===== src/rtl/pipe_ctrl_if.sv =====
`default_nettype none
// +-------------------------------------------------------------------------+
// | pipe_ctrl_if : hazard/handshake inputs from the datapath and the        |
// |                pipeline-register controls returned by pipe_ctrl         |
// | Revision     : 1.0                                                      |
// +-------------------------------------------------------------------------+
interface pipe_ctrl_if #(
  parameter int CNT_W = 16
);
  logic [4:0]       id_rs;
  logic [4:0]       id_rt;
  logic             id_use_rs;
  logic             id_use_rt;
  logic [4:0]       ex_rs;
  logic [4:0]       ex_rt;
  logic [4:0]       ex_rw;
  logic             ex_reg_write;
  logic             ex_mem_read;
  logic [4:0]       mem_rw;
  logic             mem_reg_write;
  logic [4:0]       wb_rw;
  logic             wb_reg_write;
  logic             branch_taken;
  logic             mem_req;
  logic             mem_ready;

  logic             pc_en;
  logic             ifid_en;
  logic             idex_en;
  logic             exmem_en;
  logic             memwb_en;
  logic             ifid_flush;
  logic             idex_flush;
  logic             memwb_flush;
  logic [1:0]       fwd_a;
  logic [1:0]       fwd_b;
  logic [CNT_W-1:0] stall_cnt;
  logic [CNT_W-1:0] flush_cnt;
  logic             mem_err;

  // Datapath side
  modport master (
    output id_rs, id_rt, id_use_rs, id_use_rt,
    output ex_rs, ex_rt, ex_rw, ex_reg_write, ex_mem_read,
    output mem_rw, mem_reg_write, wb_rw, wb_reg_write,
    output branch_taken, mem_req, mem_ready,
    input  pc_en, ifid_en, idex_en, exmem_en, memwb_en,
    input  ifid_flush, idex_flush, memwb_flush,
    input  fwd_a, fwd_b, stall_cnt, flush_cnt, mem_err
  );

  // Controller side
  modport slave (
    input  id_rs, id_rt, id_use_rs, id_use_rt,
    input  ex_rs, ex_rt, ex_rw, ex_reg_write, ex_mem_read,
    input  mem_rw, mem_reg_write, wb_rw, wb_reg_write,
    input  branch_taken, mem_req, mem_ready,
    output pc_en, ifid_en, idex_en, exmem_en, memwb_en,
    output ifid_flush, idex_flush, memwb_flush,
    output fwd_a, fwd_b, stall_cnt, flush_cnt, mem_err
  );
endinterface
`default_nettype wire


===== src/rtl/pipe_ctrl.sv =====
`default_nettype none
// +-------------------------------------------------------------------------+
// | pipe_ctrl : 5-stage pipeline sequencing (stall/flush/freeze, forwarding,|
// |             stall/flush counters, memory-wait timeout)                  |
// | Option    : define PIPE_CTRL_FWD_EN for operand forwarding              |
// | Revision  : 1.0                                                         |
// +-------------------------------------------------------------------------+
module pipe_ctrl #(
  parameter int WAIT_MAX = 15,
  parameter int CNT_W    = 16
) (
  input  logic       clk,
  input  logic       rst_n,
  pipe_ctrl_if.slave bus
);

  typedef enum logic [0:0] {
    RUN      = 1'b0,
    MEM_WAIT = 1'b1
  } state_t;

  localparam logic [7:0]       WAIT_LIM = 8'(WAIT_MAX);
  localparam logic [CNT_W-1:0] CNT_ONE  = CNT_W'(1);

  state_t           state;
  state_t           state_nxt;
  logic [7:0]       wait_cnt;
  logic [7:0]       wait_cnt_nxt;
  logic             mem_err;
  logic             mem_err_nxt;
  logic [CNT_W-1:0] stall_cnt;
  logic [CNT_W-1:0] flush_cnt;
  logic             freeze;
  logic             hazard;
  logic             do_flush;
  logic             do_stall;
  logic [1:0]       fwd_a;
  logic [1:0]       fwd_b;

  // A source only matters when it is read, the producer writes, and it is not r0.
  function automatic logic src_hit(input logic       use_src,
                                   input logic [4:0] src,
                                   input logic       wr,
                                   input logic [4:0] dst);
    return use_src & wr & (dst != 5'd0) & (src == dst);
  endfunction

  assign freeze = bus.mem_req & ~bus.mem_ready;

`ifdef PIPE_CTRL_FWD_EN
  assign hazard = bus.ex_mem_read &
                  (src_hit(bus.id_use_rs, bus.id_rs, bus.ex_reg_write, bus.ex_rw) |
                   src_hit(bus.id_use_rt, bus.id_rt, bus.ex_reg_write, bus.ex_rw));

  assign fwd_a = src_hit(1'b1, bus.ex_rs, bus.mem_reg_write, bus.mem_rw) ? 2'b01 :
                 src_hit(1'b1, bus.ex_rs, bus.wb_reg_write,  bus.wb_rw)  ? 2'b10 : 2'b00;
  assign fwd_b = src_hit(1'b1, bus.ex_rt, bus.mem_reg_write, bus.mem_rw) ? 2'b01 :
                 src_hit(1'b1, bus.ex_rt, bus.wb_reg_write,  bus.wb_rw)  ? 2'b10 : 2'b00;
`else
  // Without forwarding, ID waits until its producer reaches WB (regfile write-then-read).
  assign hazard = src_hit(bus.id_use_rs, bus.id_rs, bus.ex_reg_write,  bus.ex_rw)  |
                  src_hit(bus.id_use_rt, bus.id_rt, bus.ex_reg_write,  bus.ex_rw)  |
                  src_hit(bus.id_use_rs, bus.id_rs, bus.mem_reg_write, bus.mem_rw) |
                  src_hit(bus.id_use_rt, bus.id_rt, bus.mem_reg_write, bus.mem_rw);

  assign fwd_a = 2'b00;
  assign fwd_b = 2'b00;
`endif

  // Priority: freeze > flush > stall > normal; reset forces the idle pattern.
  always_comb begin
    bus.pc_en       = 1'b1;
    bus.ifid_en     = 1'b1;
    bus.idex_en     = 1'b1;
    bus.exmem_en    = 1'b1;
    bus.memwb_en    = 1'b1;
    bus.ifid_flush  = 1'b0;
    bus.idex_flush  = 1'b0;
    bus.memwb_flush = 1'b0;
    bus.fwd_a       = 2'b00;
    bus.fwd_b       = 2'b00;
    do_flush        = 1'b0;
    do_stall        = 1'b0;
    if (rst_n) begin
      bus.fwd_a = fwd_a;
      bus.fwd_b = fwd_b;
      if (freeze) begin
        bus.pc_en       = 1'b0;
        bus.ifid_en     = 1'b0;
        bus.idex_en     = 1'b0;
        bus.exmem_en    = 1'b0;
        bus.memwb_flush = 1'b1;
      end else if (bus.branch_taken) begin
        do_flush       = 1'b1;
        bus.ifid_flush = 1'b1;
        bus.idex_flush = 1'b1;
      end else if (hazard) begin
        do_stall       = 1'b1;
        bus.pc_en      = 1'b0;
        bus.ifid_en    = 1'b0;
        bus.idex_flush = 1'b1;
      end
    end
  end

  always_comb begin
    state_nxt    = state;
    wait_cnt_nxt = wait_cnt;
    mem_err_nxt  = mem_err;
    case (state)
      RUN: begin
        if (freeze) begin
          state_nxt    = MEM_WAIT;
          wait_cnt_nxt = 8'd0;
        end
      end
      MEM_WAIT: begin
        if (!freeze) begin
          state_nxt = RUN;
        end else begin
          if (wait_cnt != 8'hFF) begin
            wait_cnt_nxt = wait_cnt + 8'd1;
          end
          if (wait_cnt_nxt == WAIT_LIM) begin
            mem_err_nxt = 1'b1;
          end
        end
      end
      default: state_nxt = RUN;
    endcase
  end

  always_ff @(posedge clk or negedge rst_n) begin
    if (!rst_n) begin
      state     <= RUN;
      wait_cnt  <= 8'd0;
      mem_err   <= 1'b0;
      stall_cnt <= '0;
      flush_cnt <= '0;
    end else begin
      state    <= state_nxt;
      wait_cnt <= wait_cnt_nxt;
      mem_err  <= mem_err_nxt;
      if ((freeze | do_stall) && (stall_cnt != '1)) begin
        stall_cnt <= stall_cnt + CNT_ONE;
      end
      if (do_flush && (flush_cnt != '1)) begin
        flush_cnt <= flush_cnt + CNT_ONE;
      end
    end
  end

  assign bus.stall_cnt = stall_cnt;
  assign bus.flush_cnt = flush_cnt;
  assign bus.mem_err   = mem_err;

endmodule
`default_nettype wire


===== src/flat_wrapper.sv =====
// flat-port wrapper written by rule: the top's interface ports become plain ports
module pipe_ctrl_flat 
#(
  parameter int WAIT_MAX = 15,
  parameter int CNT_W    = 16
)
  (clk, rst_n, bus_id_rs, bus_id_rt, bus_id_use_rs, bus_id_use_rt, bus_ex_rs, bus_ex_rt, bus_ex_rw, bus_ex_reg_write, bus_ex_mem_read, bus_mem_rw, bus_mem_reg_write, bus_wb_rw, bus_wb_reg_write, bus_branch_taken, bus_mem_req, bus_mem_ready, bus_pc_en, bus_ifid_en, bus_idex_en, bus_exmem_en, bus_memwb_en, bus_ifid_flush, bus_idex_flush, bus_memwb_flush, bus_fwd_a, bus_fwd_b, bus_stall_cnt, bus_flush_cnt, bus_mem_err);
  pipe_ctrl_if #(.CNT_W(CNT_W)) bus_i ();
  input  logic clk;
  input  logic rst_n;
  input wire logic [$bits(bus_i.id_rs)-1:0] bus_id_rs;
  input wire logic [$bits(bus_i.id_rt)-1:0] bus_id_rt;
  input wire logic [$bits(bus_i.id_use_rs)-1:0] bus_id_use_rs;
  input wire logic [$bits(bus_i.id_use_rt)-1:0] bus_id_use_rt;
  input wire logic [$bits(bus_i.ex_rs)-1:0] bus_ex_rs;
  input wire logic [$bits(bus_i.ex_rt)-1:0] bus_ex_rt;
  input wire logic [$bits(bus_i.ex_rw)-1:0] bus_ex_rw;
  input wire logic [$bits(bus_i.ex_reg_write)-1:0] bus_ex_reg_write;
  input wire logic [$bits(bus_i.ex_mem_read)-1:0] bus_ex_mem_read;
  input wire logic [$bits(bus_i.mem_rw)-1:0] bus_mem_rw;
  input wire logic [$bits(bus_i.mem_reg_write)-1:0] bus_mem_reg_write;
  input wire logic [$bits(bus_i.wb_rw)-1:0] bus_wb_rw;
  input wire logic [$bits(bus_i.wb_reg_write)-1:0] bus_wb_reg_write;
  input wire logic [$bits(bus_i.branch_taken)-1:0] bus_branch_taken;
  input wire logic [$bits(bus_i.mem_req)-1:0] bus_mem_req;
  input wire logic [$bits(bus_i.mem_ready)-1:0] bus_mem_ready;
  output wire logic [$bits(bus_i.pc_en)-1:0] bus_pc_en;
  output wire logic [$bits(bus_i.ifid_en)-1:0] bus_ifid_en;
  output wire logic [$bits(bus_i.idex_en)-1:0] bus_idex_en;
  output wire logic [$bits(bus_i.exmem_en)-1:0] bus_exmem_en;
  output wire logic [$bits(bus_i.memwb_en)-1:0] bus_memwb_en;
  output wire logic [$bits(bus_i.ifid_flush)-1:0] bus_ifid_flush;
  output wire logic [$bits(bus_i.idex_flush)-1:0] bus_idex_flush;
  output wire logic [$bits(bus_i.memwb_flush)-1:0] bus_memwb_flush;
  output wire logic [$bits(bus_i.fwd_a)-1:0] bus_fwd_a;
  output wire logic [$bits(bus_i.fwd_b)-1:0] bus_fwd_b;
  output wire logic [$bits(bus_i.stall_cnt)-1:0] bus_stall_cnt;
  output wire logic [$bits(bus_i.flush_cnt)-1:0] bus_flush_cnt;
  output wire logic [$bits(bus_i.mem_err)-1:0] bus_mem_err;
  assign bus_i.id_rs = bus_id_rs;
  assign bus_i.id_rt = bus_id_rt;
  assign bus_i.id_use_rs = bus_id_use_rs;
  assign bus_i.id_use_rt = bus_id_use_rt;
  assign bus_i.ex_rs = bus_ex_rs;
  assign bus_i.ex_rt = bus_ex_rt;
  assign bus_i.ex_rw = bus_ex_rw;
  assign bus_i.ex_reg_write = bus_ex_reg_write;
  assign bus_i.ex_mem_read = bus_ex_mem_read;
  assign bus_i.mem_rw = bus_mem_rw;
  assign bus_i.mem_reg_write = bus_mem_reg_write;
  assign bus_i.wb_rw = bus_wb_rw;
  assign bus_i.wb_reg_write = bus_wb_reg_write;
  assign bus_i.branch_taken = bus_branch_taken;
  assign bus_i.mem_req = bus_mem_req;
  assign bus_i.mem_ready = bus_mem_ready;
  assign bus_pc_en = bus_i.pc_en;
  assign bus_ifid_en = bus_i.ifid_en;
  assign bus_idex_en = bus_i.idex_en;
  assign bus_exmem_en = bus_i.exmem_en;
  assign bus_memwb_en = bus_i.memwb_en;
  assign bus_ifid_flush = bus_i.ifid_flush;
  assign bus_idex_flush = bus_i.idex_flush;
  assign bus_memwb_flush = bus_i.memwb_flush;
  assign bus_fwd_a = bus_i.fwd_a;
  assign bus_fwd_b = bus_i.fwd_b;
  assign bus_stall_cnt = bus_i.stall_cnt;
  assign bus_flush_cnt = bus_i.flush_cnt;
  assign bus_mem_err = bus_i.mem_err;
  pipe_ctrl #(.WAIT_MAX(WAIT_MAX), .CNT_W(CNT_W)) u_core (.clk(clk), .rst_n(rst_n), .bus(bus_i));
endmodule

===== config.mk =====
export PLATFORM = sky130hd
export DESIGN_NAME = pipe_ctrl_flat
export DESIGN_NICKNAME = d
export VERILOG_FILES = /design/src/rtl/pipe_ctrl_if.sv /design/src/rtl/pipe_ctrl.sv /design/src/flat_wrapper.sv
export SDC_FILE = /design/constraint.sdc
export NUM_CORES = 1
export LEC_CHECK = 0
export CAP_MARGIN = 40
export CORE_ASPECT_RATIO = 0.8
export CORE_MARGIN = 1.5
export CORE_UTILIZATION = 40
export CTS_BUF_LIST = sky130_fd_sc_hd__clkbuf_4 sky130_fd_sc_hd__clkbuf_8 sky130_fd_sc_hd__clkbuf_16
export DETAILED_ROUTE_END_ITERATION = 12
export PLACE_DENSITY_LB_ADDON = 0.2
export SLEW_MARGIN = 20
export SYNTH_ARGS = -nofsm -noshare
export SYNTH_HDL_FRONTEND = slang
export SYNTH_SLANG_ARGS = --single-unit

===== constraint.sdc =====
create_clock -name clk -period 3.1 [get_ports clk]
set_clock_uncertainty 0.1 [all_clocks]
set_input_delay 0.93 -clock clk [delete_from_list [all_inputs] [get_ports clk]]
set_output_delay 0.93 -clock clk [all_outputs]
set_load 0.01 [all_outputs]

==> After elaboration in Yosys (flattened, before gate mapping) <==
Index checks and enable logic that the tools add are counted.
{ "word_totals": {"reg_bits": 42, "elab_cells": 67} }
{ "classes": {"n_reduce_logical": 6, "add_sub_neg": 3, "n_eq_ne": 10, "bitwise_logic": 19, "mux": 24} }
{ "op_table": {"columns": ["op", "count"], "rows": [
  ["$mux W8", 5],
  ["$add A16 B1 Y16 const B", 2],
  ["$ne A16 B16 Y1 const B", 2],
  ["$eq A5 B5 Y1", 4],
  ["$mux W1", 18],
  ["$pmux W8 S2", 1],
  ["$and A1 B1 Y1", 13],
  ["$reduce_bool A5 Y1", 2],
  ["$add A8 B1 Y8 const B", 1],
  ["$eq A8 B4 Y1 const B", 1],
  ["$ne A8 B8 Y1 const B", 1],
  ["$or A1 B1 Y1", 4],
  ["$reduce_and A3 Y1", 1],
  ["$logic_and A1 B1 Y1", 2],
  ["$ne A2 B1 Y1 const B", 1],
  ["$ne A2 B2 Y1 const B", 1],
  ["$not A1 Y1", 2],
  ["$reduce_and A2 Y1", 1]
]} }

==> Depth between registers and ports, before layout <==
Gate-level depths: netlist of the first run.
{ "logic_depth": {"depth_word": 12, "ltp_mapped": 8, "ltp_nobuf": 7} }

==> Least setup slack after synthesis of the first run <==
OpenSTA, ideal clock, no wires.
{ "synth_timing": {"path_type": "input to output", "from": "input bus_ex_rw[1]", "to": "output bus_pc_en", "required_time_ps": 2070, "slack_ps": -264, "path_stages": 6, "arrival_time_ps": 2334, "path_buffers": 1, "cell_sequence": "or4_1 > o21ai_1 > o22ai_1 > nor2b_1 > o21ai_0 > buf_4"} }
{ "synth_via": {"elab_chain_len": 10} }
{ "synth_rtl": {"columns": ["item", "line", "source"], "rows": [
  ["start: declaration", "flat_wrapper.sv:17", "input wire logic [$bits(bus_i.ex_rw)-1:0] bus_ex_rw;"],
  ["$reduce_bool A5 Y1", "pipe_ctrl.sv:45", "return use_src & wr & (dst != 5'd0) & (src == dst);"],
  ["$and A1 B1 Y1 (2 in a row)", "pipe_ctrl.sv:45", null],
  ["$or A1 B1 Y1 (*)", "pipe_ctrl.sv:61", "assign hazard = src_hit(bus.id_use_rs, bus.id_rs, bus.ex_reg_write, bus.ex_rw) |"],
  ["$or A1 B1 Y1 (*)", "pipe_ctrl.sv:62", "src_hit(bus.id_use_rt, bus.id_rt, bus.ex_reg_write, bus.ex_rw) |"],
  ["$or A1 B1 Y1 (*)", "pipe_ctrl.sv:63", "src_hit(bus.id_use_rs, bus.id_rs, bus.mem_reg_write, bus.mem_rw) |"],
  ["$mux W1 (*) (4 in a row)", null, null],
  ["end: declaration", "flat_wrapper.sv:27", "output wire logic [$bits(bus_i.pc_en)-1:0] bus_pc_en;"]
]} }
Every way passes the cells marked *; elsewhere a longest branch is shown, timed or not.

==> Worst setup path in the final report of the first run <==
{ "layout_timing": {"from": "input bus_id_use_rs", "to": "output bus_ifid_en"} }
{ "layout_via": {"elab_chain_len": 10} }
{ "layout_rtl": {"columns": ["item", "line", "source"], "rows": [
  ["start: declaration", "flat_wrapper.sv:13", "input wire logic [$bits(bus_i.id_use_rs)-1:0] bus_id_use_rs;"],
  ["$and A1 B1 Y1 (3 in a row)", "pipe_ctrl.sv:45", null],
  ["$or A1 B1 Y1", "pipe_ctrl.sv:61", null],
  ["$or A1 B1 Y1 (*)", "pipe_ctrl.sv:62", null],
  ["$or A1 B1 Y1 (*)", "pipe_ctrl.sv:63", null],
  ["$mux W1 (*)", "pipe_ctrl.sv:97", "end else if (hazard) begin"],
  ["$mux W1 (*)", "pipe_ctrl.sv:93", "end else if (bus.branch_taken) begin"],
  ["$mux W1 (*)", "pipe_ctrl.sv:87", "if (freeze) begin"],
  ["$mux W1 (*)", "pipe_ctrl.sv:84", "if (rst_n) begin"],
  ["end: declaration", "flat_wrapper.sv:28", "output wire logic [$bits(bus_i.ifid_en)-1:0] bus_ifid_en;"]
]} }
Marked as above.

==> results of run 1 <==
layer usage:
layer	part of all wire (%)	track usage (%)	wire length (um)
met3	3.8	4.38	231
met2	47	31.1	2810
met4	2.4	8.11	145
met1	47	26.9	2830
met5	0	0	0
cell families (layout without fill, tap and decap cells):
family / after synthesis / after routing / synth area share [%]
simple gates: 102 / 102 / 22.7
xor+xnor: 49 / 49 / 17.8
mux: 6 / 6 / 2.61
flops: 42 / 42 / 42.9
other cells: 2 / 5 / 0.307
buf+inv: 16 / 109 / 3.83
fa+ha+maj: 3 / 3 / 1.53
compound gates: 28 / 28 / 8.23
cells in the mapped netlist (3+ instances only):
| master | number |
|---|---|
| sky130_fd_sc_hd__dfrtp_1 | 42 |
| sky130_fd_sc_hd__xor2_1 | 31 |
| sky130_fd_sc_hd__nand2_1 | 23 |
| sky130_fd_sc_hd__xnor2_1 | 17 |
| sky130_fd_sc_hd__nand3_1 | 15 |
| sky130_fd_sc_hd__nor2_1 | 14 |
| sky130_fd_sc_hd__and3_1 | 7 |
| sky130_fd_sc_hd__buf_4 | 7 |
| sky130_fd_sc_hd__nand4_1 | 6 |
| sky130_fd_sc_hd__nor4_1 | 6 |
| sky130_fd_sc_hd__o21ai_0 | 6 |
| sky130_fd_sc_hd__a21oi_1 | 5 |
| sky130_fd_sc_hd__nand2b_1 | 5 |
| sky130_fd_sc_hd__nor3_1 | 5 |
| sky130_fd_sc_hd__a22o_1 | 4 |
| sky130_fd_sc_hd__and4_1 | 4 |
| sky130_fd_sc_hd__inv_1 | 4 |
| sky130_fd_sc_hd__nor3_2 | 4 |
| sky130_fd_sc_hd__ha_1 | 3 |
| sky130_fd_sc_hd__mux2_2 | 3 |
| sky130_fd_sc_hd__mux2i_1 | 3 |
| sky130_fd_sc_hd__nor2b_1 | 3 |
| sky130_fd_sc_hd__or4_1 | 3 |
cell type report:
cell class                      count  area [um2]
Clock inverter                      1        30.0
Sequential cell                    42        1050
Inverter                            5        21.3
Tap cell                           81         101
Clock buffer                        6        82.6
Timing Repair Buffer               97         842
Multi-Input combinational cell    193        1450
Fill cell                         515        2330
registers in the layout, indices dropped and copies added, names as in the netlist:
signal                count
u_core.bus.flush_cnt     16
u_core.bus.mem_err        1
u_core.bus.stall_cnt     16
u_core.state              1
u_core.wait_cnt           8
cells in the final DEF, fill, tap and decap left out, drive strengths merged, types with 4 or more instances in the layout:
cell / synthesis / final
nand2: 23 / 23
nor2: 14 / 14
a22o: 4 / 4
clkbuf: 2 / 8
conb: 2 / 5
nand4: 6 / 6
dfrtp: 42 / 42
nor3: 9 / 9
nor4: 6 / 6
clkdlybuf4s50: 0 / 40
nand3: 15 / 15
nand2b: 5 / 5
and3: 7 / 7
inv: 4 / 5
and4: 4 / 4
xor2: 31 / 31
buf: 9 / 47
o21ai: 9 / 9
dlygate4sd2: 0 / 6
a21oi: 5 / 5
xnor2: 18 / 18
worst max path at each step:
| stage | start | to | cells past startpoint |
|---|---|---|---|
| after global routing | bus_id_use_rs | bus_ifid_en | 7 |
| after CTS | bus_ex_rw[2] | bus_pc_en | 7 |
| after floorplan | bus_ex_rw[1] | bus_pc_en | 6 |
| final | bus_id_use_rs | bus_ifid_en | 7 |
| after global placement | bus_mem_rw[1] | bus_pc_en | 7 |
| after detailed placement | bus_ex_rw[0] | bus_pc_en | 7 |
critical path: cells and delay by family:
family,cells,cell delay (ns)
AND/OR/NAND/NOR,2,0.29
AO/OA/AOI/OAI,3,0.50
buffers and inverters,2,0.56
repair_timing:
action | CTS | global route
pin swaps | 20 | 12
buffers inserted | 7 | 3
resized for setup | 114 | 14
endpoints found under the setup margin | 7 | 23
per-stage QoR:
step,area [um2],cells
after floorplan,2460,251
after global placement,3340,412
after detailed placement,3340,412
after CTS,3540,426
after global routing,3580,425
final,3580,425
where the power goes:
group          switching (W)  total, W  internal [W]
clock network       0.000184  0.000442      0.000258
registers          0.0000984  0.000719      0.000620
logic               0.000201  0.000463      0.000262
total               0.000484   0.00162       0.00114
==> run summary, run 1 <==
### Outcome
• outcome: finished, violations left
• failing checks: setup timing

### Worst setup path
• destination of the worst register-to-register timing path: u_core.bus.stall_cnt[1]$_DFFE_PN0P_
• worst endpoint required time: 2.07 ns
• Register-to-Register Setup Slack: 0.83 ns
• peak per-stage delay on the critical path: 0.41 ns
• Worst setup EP type: output port
• worst-path maximum fanout: 2
• cell with the largest stage delay on the worst path: sky130_fd_sc_hd__clkdlybuf4s50_1
• data arrival time of the critical path: 2.28 ns
• depth of the most critical reg-to-reg path: 7
• worst-path cell chain: clkdlybuf4s50_1 -> and2_1 -> a32oi_1 -> o22ai_2 -> nor2b_4 -> o21ai_2 -> buf_2
• Critical Setup Path Class: input pin to output port
• FF-to-FF Start: u_core.bus.stall_cnt[8]$_DFFE_PN0P_
• crit path launch type: input pin

### Clock tree
• worst skew pair latency: 0.29 ns
• quantity of hold-fixing buffers added after cts: 0
• master cell of the clock root buffer: sky130_fd_sc_hd__clkbuf_8
• CTS H-tree lvls: 2
• TritonCTS Buffers: 5
• clock tree from TritonCTS: yes
• number of clock sinks seen by CTS: 42
• clock-pin slew on the worst setup and hold paths: 0.08 ns
• maximum count of clock buffers along a single path: 2

### Timing
• period utilization: 107%
• Final Hold Fails: 0
• final count of pins violating max slew: 0
• RSZ-0062 raised after global routing: true
• achievable frequency: 0.302 GHz
• Final Setup Violations: 4
• Hold Worst Slack: 0.390 ns
• shortest period the worst path allows: 3.31 ns
• final setup TNS: -0.592 ns
• worst-case setup margin in the final layout: -0.213 ns

### Routing
• first-pass iteration count of the detailed router: 5
• iteration-0 DRC count of the detailed router: 92
• routed wire length: 6.03 mm
• number of antenna-violating nets in the routed design: 0
• Via Count: 2156
• via density per instance: 5.07
• Avg WL per Cell: 14.2 um
• number of remaining DRC errors: 0

### Floorplan
• number of placed I/O pins: 91
• number of standard-cell rows in the floorplan: 25
• area of the die: 6600 um2
• y dimension of the die: 73.0 um
• Die Span X: 90.5 um
• Floorplan Core Area: 5910 um2
• initial cell density of the core: 41.4%

### Global route
• overall global routing resource usage: 19.9%
• leftover overflow at the end of global routing: 0
• largest net degree at the start of global routing: 26
• number of antenna violations at the first check in global routing: 0
• global-route wire length before repair: 10.3 mm
• number of global-route vias before repair: 2129

### Yosys
• post-synthesis area per instance: 9.87 um2
• #FFs+latches synth: 42
• post-synthesis cell count: 248
• number of synthesized flops with an enable pin: 0
• Post-Synthesis Cell Area: 2450 um2
• Seq/Total Area, Yosys: 42.9%
• post-synthesis cell type count: 43
• leading post-synthesis cells by cell area: sky130_fd_sc_hd__dfrtp_1, sky130_fd_sc_hd__xor2_1, sky130_fd_sc_hd__xnor2_1
• asr flop ratio synth: 100%
• library cell with the largest summed area after synthesis: sky130_fd_sc_hd__dfrtp_1
• proportion of netlist area held by the largest area contributor: 42.9%
• main flop type after synthesis: sky130_fd_sc_hd__dfrtp_1
• Yosys warning total: 0

### Placement
• pre-CTS setup slack: -1.03 ns
• hpwl dp: 4.59 mm
• number of buffers added on ports: 68
• global placement routability congestion: 0.911

### Power and ir drop
• Leak: 1.64 nW
• worst-case vdd ir drop: 0.345 mV
• PD cells: 453 nW/um2
• total design power: 0.00162 W

### Hold path
• WHS Path Cells: 1
• Hold Path Sink: u_core.bus.flush_cnt[4]$_DFFE_PN0P_
• Hold/Removal Path Class: register to register
• startpoint of the tightest hold check path: u_core.bus.flush_cnt[4]$_DFFE_PN0P_

### Final layout
• Ant. Diodes: 0
• net count reported at finish: 393
• area overhead of the layout relative to synthesis: 46.2%
• fraction of layout cells with a size suffix above 1: 27.0%
• post-route core utilization: 60.6%

### Run
• Max-cap violations: 0

No activity file was read; power rests on OpenSTA's default activity.
==> run 2: changes to the inputs <==
CORE_UTILIZATION = 45   (was 40)
clock period = 3.34 ns   (was 3.1 ns; I/O delays follow)
==> run summary, run 2 (synthesis gave the netlist of run 1 again) <==
### Outcome
• outcome: finished, violations left
• failing checks: DRC, setup timing

### Timing
• achievable frequency: 0.285 GHz
• period utilization: 105%
• Final Setup Violations: 12
• worst-case setup margin in the final layout: -0.164 ns
• final count of pins violating max slew: 0
• shortest period the worst path allows: 3.50 ns
• RSZ-0062 raised after global routing: true
• final setup TNS: -0.611 ns
• Final Hold Fails: 0

### Final layout
• area overhead of the layout relative to synthesis: 47.4%
• Ant. Diodes: 0
• most common library cell in the layout ignoring fill and taps: sky130_fd_sc_hd__dfrtp_1
• most frequent cells in the layout: sky130_fd_sc_hd__dfrtp_1, sky130_fd_sc_hd__clkdlybuf4s50_1, sky130_fd_sc_hd__xor2_1
• largest registers: u_core.bus.flush_cnt: 16 flops, u_core.bus.stall_cnt: 16 flops, u_core.wait_cnt: 8 flops
• multi-input logic area: 1550 um2
• post-route core utilization: 70.4%
• fraction of layout cells with a size suffix above 1: 28.9%
• fill cell instance count of the final layout: 405
• net count reported at finish: 391
• area taken by flip-flops and latches: 1050 um2
• post-layout instance count excluding filler cells: 404

### Global route
• largest net degree at the start of global routing: 36
• number of global-route vias before repair: 2046
• overall global routing resource usage: 20.9%
• number of antenna violations at the first check in global routing: 0
• leftover overflow at the end of global routing: 0
• global-route wire length before repair: 9.54 mm

### Routing
• Avg WL per Cell: 15.5 um
• number of remaining DRC errors: 2
• via density per instance: 5.27
• iteration-0 DRC count of the detailed router: 95
• routed wire length: 6.27 mm
• wire length on met3: 331 um
• number of antenna-violating nets in the routed design: 0
• highest signal layer in the routed design: met4
• first-pass iteration count of the detailed router: 8
• Via Count: 2128
• met2 wirelength from detailed routing: 3.05 mm
• routed metal-1 wire length: 2.81 mm

### Clock tree
• clock tree from TritonCTS: yes
• number of clock sinks seen by CTS: 42
• TritonCTS Buffers: 5
• clock-pin slew on the worst setup and hold paths: 0.08 ns
• maximum count of clock buffers along a single path: 2
• worst skew pair latency: 0.29 ns
• master cell of the clock root buffer: sky130_fd_sc_hd__clkbuf_8
• CTS H-tree lvls: 2

### Worst setup path
• Worst setup EP type: output port
• Register-to-Register Setup Slack: 1.19 ns
• FF-to-FF Start: u_core.bus.stall_cnt[8]$_DFFE_PN0P_
• Critical Setup Path Class: input pin to output port
• worst endpoint required time: 2.24 ns
• data arrival time of the critical path: 2.40 ns
• crit path launch type: input pin
• worst-path maximum fanout: 3
• first element of the critical path: bus_ex_rw[0]

### Floorplan
• Floorplan Core Area: 5120 um2
• y dimension of the die: 69.0 um
• number of standard-cell rows in the floorplan: 23
• area of the die: 5900 um2
• number of placed I/O pins: 91
• initial cell density of the core: 47.8%
• Die Span X: 85.5 um

### Power and ir drop
• net switching power of the design: 0.000473 W
• part of the total power dissipated in sequential elements: 47.0%
• worst-case vdd ir drop: 0.364 mV
• Combinational Power Share: 31.0%
• Leak: 1.61 nW
• PD cells: 398 nW/um2
• relative contribution of the clock network to total power: 22.1%
• switching power share of the total: 32.9%
• Int Pwr: 0.000964 W

### Placement
• global placement routability congestion: 0.820
• number of buffers added on ports: 68
• hpwl dp: 4.25 mm
• post-placement cell count: 387

### Hold path
• startpoint of the tightest hold check path: u_core.bus.flush_cnt[4]$_DFFE_PN0P_
• Hold/Removal Path Class: register to register

### Run
• Max-cap violations: 0

## run 2: timing repair
item / 4_1_cts / 5_1_grt
hold buffers: 0 / 0
pin swaps: 17 / 17
cloned: 0 / 1
endpoints found under the setup margin: 7 / 19
resized for setup: 109 / 36
setup buffers: 8 / 1
## run 2: power groups by stage
stage	clock [W]	sequential, W	combinational, W
after floorplan	0	0.000691	0.000158
after global placement	0	0.000676	0.000397
after detailed placement	0	0.000677	0.000407
after CTS	0.000321	0.000670	0.000418
after global routing	0.000343	0.000686	0.000481
final	0.000317	0.000675	0.000445
## run 2: layer usage
metal,track usage (%),up-vias
li1,-,1042
met1,27.7,1005
met2,34.4,71
met3,4.76,10
met4,6.65,0
met5,0,-
## run 2: path summary, 6_finish.rpt
| path | to | depth (start not counted) |
|---|---|---|
| worst max-delay path | bus_idex_flush | 7 |
| worst min-delay path | u_core.bus.flush_cnt[4]$_DFFE_PN0P_ | 1 |
| worst max register to register | u_core.bus.stall_cnt[8]$_DFFE_PN0P_ | 8 |
| worst min register to register | u_core.bus.flush_cnt[4]$_DFFE_PN0P_ | 1 |
| max in group asynchronous | u_core.bus.stall_cnt[10]$_DFFE_PN0P_ | 2 |
| min in group asynchronous | u_core.state$_DFF_PN0_ | 2 |
## run 2: metrics by stage
stage          total power [W]  instance area [um2]  hold slack (ns)  setup WS (ns)
3_5_place_dp           0.00108                 3270            0.377         -0.990
5_1_grt                0.00151                 3610            0.412         -0.194
2_1_floorplan         0.000849                 2460            0.402         0.0242
6_report               0.00144                 3610            0.384         -0.164
4_1_cts                0.00141                 3470            0.390         -0.175
3_3_place_gp           0.00107                 3270            0.372         -0.889
## run 2: layout make-up
cell class                 count  share of cell area (%)
clock buffer                   5                    1.91
clock inverter                 2                   0.277
inverter                       5                   0.555
multi-input combinational    194                    42.9
sequential                    42                    29.1
tap                           62                    2.15
timing repair buffer          94                    23.1
## run 2: critical path: stages
cell and delay, ns:
sky130_fd_sc_hd__buf_8 0.10, sky130_fd_sc_hd__or4_4 0.53, sky130_fd_sc_hd__o21ai_2 0.17, sky130_fd_sc_hd__o22ai_2 0.11, sky130_fd_sc_hd__buf_4 0.14, sky130_fd_sc_hd__o211a_1 0.20
sky130_fd_sc_hd__buf_2 0.14
